--- config.mk ---
export PLATFORM = sky130hd
export DESIGN_NAME = dmem_lsu
export DESIGN_NICKNAME = d
export VERILOG_FILES = /design/src/rtl/dmem_lsu.sv
export SDC_FILE = /design/constraint.sdc
export NUM_CORES = 1
export LEC_CHECK = 0
export ABC_AREA = 0
export BUFFER_PORTS_ARGS = -buffer_cell sky130_fd_sc_hd__buf_2
export CAP_MARGIN = 20
export CORE_ASPECT_RATIO = 0.6
export CORE_MARGIN = 2
export CORE_UTILIZATION = 53
export DETAILED_ROUTE_END_ITERATION = 7
export GPL_TIMING_DRIVEN = 0
export PLACE_DENSITY = 0.77
export SLEW_MARGIN = 20
export SYNTH_ARGS = -nofsm -noshare
export SYNTH_HDL_FRONTEND = slang
export SYNTH_SLANG_ARGS = --single-unit
export TNS_END_PERCENT = 1
--- constraint.sdc ---
create_clock -name clock -period 2.5 [get_ports clock]
set_input_delay 0.125 -clock clock [delete_from_list [all_inputs] [get_ports clock]]
set_output_delay 0.125 -clock clock [all_outputs]
set_load 0.01 [all_outputs]
--- src/rtl/dmem_lsu.sv ---
`default_nettype none
// ============================================================================
// Module      : dmem_lsu
// Description : Load/store unit between a CPU request/response channel and a
//               single-port 32-bit data memory with combinational read.
//               Byte, halfword and word accesses, little-endian byte lanes,
//               sign/zero extension of loads, and read-modify-write for
//               sub-word stores (ACCESS reads the old word, WRITE stores the
//               merged word).
// Options     : DMEM_LSU_MISALIGN_TRAP_EN - when defined, misaligned halfword
//               and word accesses return resp_err=1 without touching memory;
//               when undefined, the low address bits are ignored.
// Ports       : clock, reset_n        - clock, async active-low reset
//               req_*                 - CPU request channel (valid/ready)
//               resp_*                - response channel (valid/ready)
//               mem_we/addr/wd/rd     - data memory port (word addressed)
// Revision    : 1.0 - initial release
// ============================================================================
module dmem_lsu #(
    parameter int DMEM_AW = 9
) (
    input  logic               clock,
    input  logic               reset_n,
    input  logic               req_valid,
    output logic               req_ready,
    input  logic               req_we,
    input  logic [1:0]         req_size,
    input  logic               req_unsigned,
    input  logic [DMEM_AW+1:0] req_addr,
    input  logic [31:0]        req_wdata,
    output logic               resp_valid,
    input  logic               resp_ready,
    output logic [31:0]        resp_rdata,
    output logic               resp_err,
    output logic               mem_we,
    output logic [DMEM_AW-1:0] mem_addr,
    output logic [31:0]        mem_wd,
    input  logic [31:0]        mem_rd
);

    typedef enum logic [1:0] {
        IDLE   = 2'd0,
        ACCESS = 2'd1,
        WRITE  = 2'd2,
        RESP   = 2'd3
    } state_t;

    state_t state, state_nxt;

    // Registered request fields
    logic               op_we;
    logic [1:0]         op_size;
    logic               op_uns;
    logic [DMEM_AW+1:0] op_addr;
    logic [31:0]        op_wdata;

    // Merged word for sub-word stores, captured in ACCESS
    logic [31:0]        merge_word;
    logic [31:0]        rdata_q;
    logic               err_q;

    logic               is_word;
    logic               is_half;
    logic               misalign;
    logic [4:0]         byte_sh;
    logic [4:0]         half_sh;
    logic [31:0]        byte_shifted;
    logic [7:0]         byte_val;
    logic [15:0]        half_val;
    logic [31:0]        load_val;
    logic [31:0]        lane_mask;
    logic [31:0]        lane_data;
    logic [31:0]        merged;

    // Reserved size 11 behaves as a word
    assign is_word = op_size[1];
    assign is_half = (op_size == 2'b01);

`ifdef DMEM_LSU_MISALIGN_TRAP_EN
    assign misalign = (is_half && op_addr[0]) || (is_word && (op_addr[1:0] != 2'b00));
`else
    assign misalign = 1'b0;
`endif

    // Halfword lane only looks at addr[1], so odd halfword addresses are
    // forced to alignment when trapping is disabled.
    assign byte_sh      = {op_addr[1:0], 3'b000};
    assign half_sh      = {op_addr[1], 4'b0000};
    assign byte_shifted = mem_rd >> byte_sh;
    assign byte_val     = byte_shifted[7:0];
    assign half_val     = op_addr[1] ? mem_rd[31:16] : mem_rd[15:0];

    always_comb begin
        load_val = mem_rd;
        if (is_half) begin
            load_val = {{16{half_val[15] & ~op_uns}}, half_val};
        end else if (!is_word) begin
            load_val = {{24{byte_val[7] & ~op_uns}}, byte_val};
        end
    end

    always_comb begin
        lane_mask = 32'h0000_0000;
        lane_data = 32'h0000_0000;
        if (is_half) begin
            lane_mask = 32'h0000_FFFF << half_sh;
            lane_data = {16'h0000, op_wdata[15:0]} << half_sh;
        end else begin
            lane_mask = 32'h0000_00FF << byte_sh;
            lane_data = {24'h000000, op_wdata[7:0]} << byte_sh;
        end
        merged = (mem_rd & ~lane_mask) | lane_data;
    end

    // Next-state and memory port / handshake outputs
    always_comb begin
        state_nxt  = state;
        req_ready  = 1'b0;
        resp_valid = 1'b0;
        mem_we     = 1'b0;
        mem_wd     = 32'h0000_0000;
        mem_addr   = '0;
        case (state)
            IDLE: begin
                req_ready = 1'b1;
                if (req_valid) begin
                    state_nxt = ACCESS;
                end
            end
            ACCESS: begin
                mem_addr = op_addr[DMEM_AW+1:2];
                if (misalign || !op_we) begin
                    state_nxt = RESP;
                end else if (is_word) begin
                    mem_we    = 1'b1;
                    mem_wd    = op_wdata;
                    state_nxt = RESP;
                end else begin
                    state_nxt = WRITE;
                end
            end
            WRITE: begin
                mem_addr  = op_addr[DMEM_AW+1:2];
                mem_we    = 1'b1;
                mem_wd    = merge_word;
                state_nxt = RESP;
            end
            RESP: begin
                resp_valid = 1'b1;
                if (resp_ready) begin
                    state_nxt = IDLE;
                end
            end
            default: state_nxt = IDLE;
        endcase
    end

    always_ff @(posedge clock or negedge reset_n) begin
        if (!reset_n) begin
            state      <= IDLE;
            op_we      <= 1'b0;
            op_size    <= 2'b00;
            op_uns     <= 1'b0;
            op_addr    <= '0;
            op_wdata   <= 32'h0000_0000;
            merge_word <= 32'h0000_0000;
            rdata_q    <= 32'h0000_0000;
            err_q      <= 1'b0;
        end else begin
            state <= state_nxt;
            case (state)
                IDLE: begin
                    if (req_valid) begin
                        op_we    <= req_we;
                        op_size  <= req_size;
                        op_uns   <= req_unsigned;
                        op_addr  <= req_addr;
                        op_wdata <= req_wdata;
                    end
                end
                ACCESS: begin
                    merge_word <= merged;
                    err_q      <= misalign;
                    rdata_q    <= (op_we || misalign) ? 32'h0000_0000 : load_val;
                end
                RESP: begin
                    if (resp_ready) begin
                        rdata_q <= 32'h0000_0000;
                        err_q   <= 1'b0;
                    end
                end
                default: ;
            endcase
        end
    end

    assign resp_rdata = rdata_q;
    assign resp_err   = err_q;

endmodule
`default_nettype wire

# After elaboration in Yosys (flattened, before gate mapping)
# Index checks and enable logic that the tools add are counted.
[classes]
eq_ne = 6
shifts = 5
muxes = 24
bitwise = 6
n_reduce_logical = 6
[ops]
columns = ["cell", "count"]
rows = [
  ["$mux 32", 8],
  ["$pmux 32 s2", 2],
  ["$and 32x32->32", 1],
  ["$not 32->32", 1],
  ["$or 32x32->32", 1],
  ["$shl 16x5->32", 1],
  ["$shl 16x5->32 const A", 1],
  ["$shl 8x5->32", 1],
  ["$shl 8x5->32 const A", 1],
  ["$shr 32x5->8", 1],
  ["$mux 16", 1],
  ["$mux 9", 1],
  ["$pmux 2 s4", 1],
  ["$mux 1", 7],
  ["$reduce_and 2->1", 3],
  ["$eq 2x1->1 const B", 2],
  ["$eq 2x2->1 const B", 2],
  ["$mux 2", 2],
  ["$ne 2x2->1 const B", 2],
  ["$pmux 1 s2", 2],
  ["$and 1x1->1", 2],
  ["$logic_not 2->1", 1],
  ["$reduce_bool 2->1", 1],
  ["$reduce_or 2->1", 1],
  ["$not 1->1", 1],
]
[word_totals]
ff_bits = 114
inputBits = 83
output_inout_bits = 77
elab_cells = 56

# Longest topological paths before layout
# Gate-level depths: netlist (run 1).
[logic_depth]
ltp_word = 6
mapped_depth = 7
ltp_nobuf = 6

# Least setup slack after synthesis (run 1)
# Ideal clock, no wire load.
[synth_timing]
path_type = "flip-flop to flip-flop"
start = "register state[0]"
end = "register op_size[1]"
setup_ns = 0.125
t_arrival_ns = 1.843
required_time_ns = 2.375
slack_ns = 0.532
stages_incl_launch_ff = 7
n_path_buf = 2
synth_period_minus_slack_ns = 1.968
path_cell_list = "dfrtp_1 -> inv_1 -> ha_1 -> nand2_1 -> clkbuf_1 -> buf_1 -> mux2_2"
[synth_via]
elab_chain_len = 2
[synth_lines]
columns = ["element", "line", "rtl"]
rows = [
  ["start, declared", "48", "state_t state, state_nxt;"],
  ["start signal, assigned", "170", "state <= state_nxt;"],
  ["$logic_not 2->1", "171", "case (state)"],
  ["$reduce_and 2->1 (no line)", "n/a", ""],
  ["end signal, assigned", "175", "op_size <= req_size;"],
  ["end, declared", "52", "logic [1:0] op_size;"],
]
# No other way between the ends.
# A chain may end at the register's enable or synchronous reset.

# Worst setup path after layout (run 1)
[layout_timing]
start = "register state[1]"
end = "output port mem_wd[9]"
[layout_via]
elab_chain_len = 2
word_cells_on_any_way = 3
cone_classes = "eq/ne (2); mux (1)"
[layout_lines]
columns = ["element", "line", "rtl"]
rows = [
  ["$eq 2x2->1 or $eq 2x1->1 (tied branches)", "123", "case (state)"],
  ["$pmux 32 s2 *", "123", ""],
  ["end, declared", "37", "output logic [31:0] mem_wd,"],
]
# Mark *: on every way between the ends. The rest lies on a longest branch, timed or not.

==> results of run 1 <==
[sequential cells by signal (all words and copies together) (netlist names)]
name / cells
op_wdata: 32
state: 2
op_size: 2
op_addr: 11
resp_rdata: 32
merge_word: 32
op_uns: 1
op_we: 1
[routing by layer]
metal	vias to the layer above	global-route usage	part of all wire
li1	2412	-	-
met1	2678	0.469	0.44
met2	350	0.478	0.43
met3	31	0.0920	0.11
met4	0	0.0909	0.015
met5	-	0	0
[repair_timing]
item	CTS	global route
hold endpoints to repair	86	0
setup buffers	0	1
hold buffers	48	0
gates cloned	0	0
resized for setup	5	11
endpoints found under the setup margin	30	49
[through the flow]
| step | setup slack [ns] | cells | util | total power, W |
|---|---|---|---|---|
| final | 0.113 | 919 | 0.742 | 0.0109 |
| after CTS | 0.00342 | 918 | 0.740 | 0.0108 |
| after global routing | 0.00357 | 919 | 0.742 | 0.0115 |
| after global placement | 0.0522 | 837 | 0.636 | 0.00808 |
| after detailed placement | 0.118 | 838 | 0.639 | 0.00829 |
| after floorplan | 0.532 | 540 | - | 0.00655 |
[logic make-up (layout without fill, tap and decap cells)]
kind of cell | Yosys count | in the layout
buffers and inverters | 52 | 292
flip-flops | 113 | 113
AND/OR/NAND/NOR | 144 | 144
other | 1 | 1
multiplexers | 72 | 72
adder cells (fa/ha/maj) | 5 | 5
AO/OA/AOI/OAI | 153 | 153
[worst paths after layout]
check	start	to	slack [ns]	cells after the start
setup / recovery	state[1]	mem_wd[9]	0.11	8
hold / removal	mem_rd[27]	merge_word[27]	0.01	3
setup reg to reg	state[0]	op_size[1]	0.18	6
hold reg to reg	op_addr[2]	op_addr[2]	0.49	1
max in group asynchronous	reset_n	op_addr[5]	1.60	3
min in group asynchronous	reset_n	op_wdata[22]	0.20	2
[critical path: stages (launching register included)]
cell	delay, ns
dfrtp_1	0.42
inv_1	0.13
ha_1	0.24
and3_1	0.21
clkbuf_2	0.18
buf_4	0.21
a22oi_1	0.11
nor2b_1	0.19
buf_2	0.16
[area by class of cell]
cell class,count,area [um^2],area share
sequential,113,2830,0.360
clock inverter,10,109,0.0138
buffer,43,201,0.0256
multi-input combinational,375,2730,0.347
tap,139,174,0.0221
clock buffer,22,474,0.0603
timing repair buffer,208,1310,0.167
inverter,9,33.8,0.00430
[layout by cell type, fill, tap and decap left out, types with 17 or more instances in the layout]
cell type | netlist | final
nand2b_1 | 19 | 19
mux2_1 | 46 | 46
dfrtp_1 | 113 | 113
buf_2 | 6 | 163
clkbuf_16 | 0 | 17
a21oi_1 | 20 | 20
a22o_1 | 24 | 24
nand2_1 | 32 | 32
nor2b_1 | 34 | 34
dlygate4sd3_1 | 0 | 48
nor2_1 | 42 | 42
mux2i_1 | 23 | 23
a22oi_1 | 49 | 49
clkbuf_1 | 28 | 23
[synth_stat cells (all sizes together), types with 2 or more instances]
cell and number:
dfrtp 113, a22oi 49, mux2 49, nor2 42
nor2b 34, nand2 32, clkbuf 28, a22o 24
mux2i 23, a21oi 22, nand2b 19, a31oi 17
buf 15, o21ai 12, and2 9, inv 8
a2bb2oi 7, o211ai 7, o22ai 7, ha 5
and3 3, a211oi 2, a32oi 2, nor3b 2
[power by group]
group / internal [W] / switching, W
sequential: 0.00268 / 0.000733
clock: 0.00154 / 0.000846
combinational: 0.00215 / 0.00298
total: 0.00636 / 0.00456
==> impl_metrics.ini, run 1 <==
[die]
fp.dieW_um = 139
start_util = 0.545
rows = 29
coreArea_um2 = 10600
top_level_ports = 160
die_h_um = 84.8
die_area_um2 = 11800

[yosys]
ys.warnings.count = 0
yosys.area_share.adder = 0.0108
synthCells = 540
synth_flop_cell = dfrtp_1
ys_types = 42
syn_area_um2 = 5770
netlist.area_leader.share = 0.490
synth_nets = 628
synth_edf_count = 0
synth_mux_area_frac = 0.135
synth_xor_area_frac = 0
synth-async-reset-ratio = 1.00
synth_top_family_by_area = compound AO/OA/AOI/OAI gates
synth_top_area_cell = dfrtp_1
ys_seq_elements = 113
synth_compound_area_frac = 0.198
synth.area.top_cells = dfrtp_1 49%, mux2_1 9.0%, a22oi_1 6.4%, mux2i_1 4.0%, nor2b_1 3.7%
yosys.area_share.simple = 0.127
seq_area_frac_synth = 0.490
syn_area_per_cell_um2 = 10.7

[placed_design]
gp_congestion = 0.969
hpwl_mm = 13.2
placed_area_um2 = 6770
portBuffers = 158

[routing]
vias = 5471
drt_wl_total_mm = 18.6
via_per_inst = 5.95
wl_per_cell_um = 20.2
drc = 0
ant_nets = 0
drtIter0Drc = 537
dr.pass1.iters = 5

[global_routing]
grt_pass1_wl_mm = 29.0
grt_pass1_vias = 5405
grt-ovfl-total = 0
grt_start_max_net_pins = 75
grt_usage = 0.323
antenna_found_initial = 0

[sta]
fin_hold_ws_ns = 0.0136
period_minus_slack_ns = 2.39
worst_slew_pin_slew_ns = 0.703
fmax_mhz = 419
setup-tns-final_ns = 0
finalCritPeriodShare = 0.955
hold_viol = 0
rsz0062_at_grt = no
slew_violations = 0
setup_viol = 0
finalClockSkew_ns = 0.00572
relSlewSlack = 0.532

[cts]
path_clk_slew_ns = 0.05
cts_max_level = 4
cts_tree = done
cts_buffer_depth = 2
cts_root_buf = clkbuf_16
clkLatencyLatePin_ns = 0.41
clock-sinks = 113
cts-buffers-inserted = 17

[finish]
drive_above_1_share = 0.279
diodes = 0
synthToLayoutAreaGrowth_pct = 36.2
stdcell_area_um2 = 7860
layout.nets = 855
num-fill-cells = 747

[hold_path]
hold_path_class = in2reg

[worst_setup_path]
arrival_ns = 2.26
worstSetupPathType = reg2out
start_kind = flop
required_ns = 2.38
crit_path_end_kind = primary output
cp_max_fo = 10

[pwr]
leakagePower_nw = 3.68
power_density_nw_per_um2 = 1390
peakVddDrop_uv = 926

[job]
max_cap_viol_count = 0

[run_status]
status = finished clean
Note: power is estimated with default switching activity, not from simulation.
==> inputs of run 2 (changes only) <==
- CELL_PAD_IN_SITES_DETAIL_PLACEMENT: unset -> 0
- CELL_PAD_IN_SITES_GLOBAL_PLACEMENT: unset -> 1
- CORE_UTILIZATION: 53 -> 40
- PLACE_DENSITY: 0.77 -> 0.76
- SLEW_MARGIN: 20 -> 30
==> run 2 against run 1 <==
Net effect:
- register-to-register slack improved by 0.04 ns
- clock skew rose by 0.0036 ns
- sequential share of layout area fell by 0.26 points
- non-clock buffer count fell by 2
- power barely moved
- wire length rose by 3.8%
- critical path type unchanged
- largest cell class unchanged
- highest routed layer unchanged
==> impl_metrics.ini, run 2 (synthesis results as in run 1) <==
[run_status]
status = finished clean

[global_routing]
grt_usage = 0.256
grt_pass1_wl_mm = 30.3
grt_start_max_net_pins = 65
grt_pass1_vias = 5360
antenna_found_initial = 0
grt-ovfl-total = 0

[cts]
cts_buffer_depth = 2
clkLatencyLatePin_ns = 0.41
cts_tree = done
cts_root_buf = clkbuf_16
cts_max_level = 4
cts-buffers-inserted = 17
path_clk_slew_ns = 0.05
clock-sinks = 113

[finish]
layout_commonest_cell = buf_2
layout.nets = 853
finalNonFillerCells = 969
final_cell_mix = 164 x buf_2, 113 x dfrtp_1, 49 x a22oi_1
num-fill-cells = 1223
synthToLayoutAreaGrowth_pct = 37.1
diodes = 0
drive_above_1_share = 0.281

[pwr]
p_seq_frac = 0.310
netSwitchingPower_w = 0.00455
peakVddDrop_uv = 629
pwr-share-clk = 0.220
power_density_nw_per_um2 = 1380
netSwitchingFraction = 0.417
p_comb_frac = 0.470
leakagePower_nw = 3.67
cell_internal_pwr_w = 0.00636

[worst_setup_path]
cpMaxStageDelayCell = dfrtp_1
worstSetupPathType = reg2out
required_ns = 2.38
rrSetupSlack_ns = 0.22
path_buf_inv = 3
max_stage_delay_ns = 0.40
cp_max_fo = 10
crit_path_end_kind = primary output
arrival_ns = 2.29
start_kind = flop
path_cells = inv_1 -> ha_1 -> and3_2 -> buf_2 -> a22oi_1 -> nor2b_1 -> buf_2
path_common_cell = buf_2
cpLargestDelayFamily = buffers and inverters

[routing]
vias = 5276
drt_wl_total_mm = 19.3
wl_per_cell_um = 19.9
drtIter0Drc = 467
dr.pass1.iters = 5
drc = 0
ant_nets = 0
via_per_inst = 5.44

[placed_design]
hpwl_mm = 14.4
gp_congestion = 0.860
portBuffers = 158
dp_cells = 891

[sta]
worst_slew_pin_slew_ns = 0.731
finalClockSkew_ns = 0.00933
period_minus_slack_ns = 2.41
fmax_mhz = 414
setup_viol = 0
hold_viol = 0
setup-tns-final_ns = 0
slew_violations = 0
rsz0062_at_grt = yes
finalCritPeriodShare = 0.966
relSlewSlack = 0.513

[job]
max_cap_viol_count = 0

[die]
die_h_um = 97.1
die_area_um2 = 15400
top_level_ports = 160
rows = 33
start_util = 0.416
fp.dieW_um = 159
coreArea_um2 = 13900

[hold_path]
hold_path_class = in2reg
run 2: cell count changes in the layout (fill, tap and decap cells not counted), sizes merged:
cell,delta
clkinv,-3
clkbuf,-2
inv,+1
clkinvlp,+1
run 2: final cells by class:
type	instances	area [um^2]	share of cell area
sequential	113	2830	0.357
timing repair buffer	208	1320	0.166
inverter	9	33.8	0.00427
buffer	41	188	0.0237
multi-input combinational	375	2730	0.345
clock inverter	9	106	0.0134
clock buffer	22	474	0.0599
tap	192	240	0.0303
run 2: metal layers:
layer,vias up,track usage,part of all wire
li1,2406,-,-
met1,2589,0.391,0.50
met2,253,0.358,0.40
met3,28,0.0632,0.087
met4,0,0.0692,0.013
met5,-,0,0
run 2: worst paths after layout:
kind	start	to	cells past startpoint
min in group asynchronous	reset_n	op_wdata[19]	2
worst max-delay path	state[1]	mem_wd[3]	7
worst min register to register	resp_rdata[4]	resp_rdata[4]	2
max in group asynchronous	reset_n	merge_word[9]	3
worst max register to register	state[0]	op_wdata[23]	6
worst min-delay path	mem_rd[26]	merge_word[26]	3
run 2: worst min-delay path, cell delays in order:
cell and delay [ns]:
buf_2 0.13, nand2_1 0.06, a31oi_1 0.07
run 2: through the flow:
stage                     setup WS, ns  power (W)  instance area [um^2]  utilization  hold WS (ns)
after floorplan                  0.532    0.00655                  5770            -        -0.171
after global placement         -0.0575    0.00822                  6800        0.490         0.337
after detailed placement         0.103    0.00838                  6840        0.493        0.0615
after CTS                       0.0501     0.0109                  7910        0.570       0.00761
after global routing           -0.0332     0.0116                  7920        0.571        0.0169
final                           0.0856     0.0109                  7920        0.571        0.0193
run 2: power by group through the flow:
stage                     clock network [W]  registers [W]  logic [W]
after global placement                    0        0.00334    0.00488
final                               0.00240        0.00339    0.00513
after global routing                0.00252        0.00347    0.00560
after detailed placement                  0        0.00338    0.00500
after floorplan                           0        0.00319    0.00336
after CTS                           0.00241        0.00336    0.00508
run 2: what timing repair did:
action,in CTS,in global routing
endpoints found under the hold margin,96,0
gates cloned,0,0
buffers inserted,0,1
setup endpoints to repair,30,24
resized for setup,7,5
hold buffers,48,0
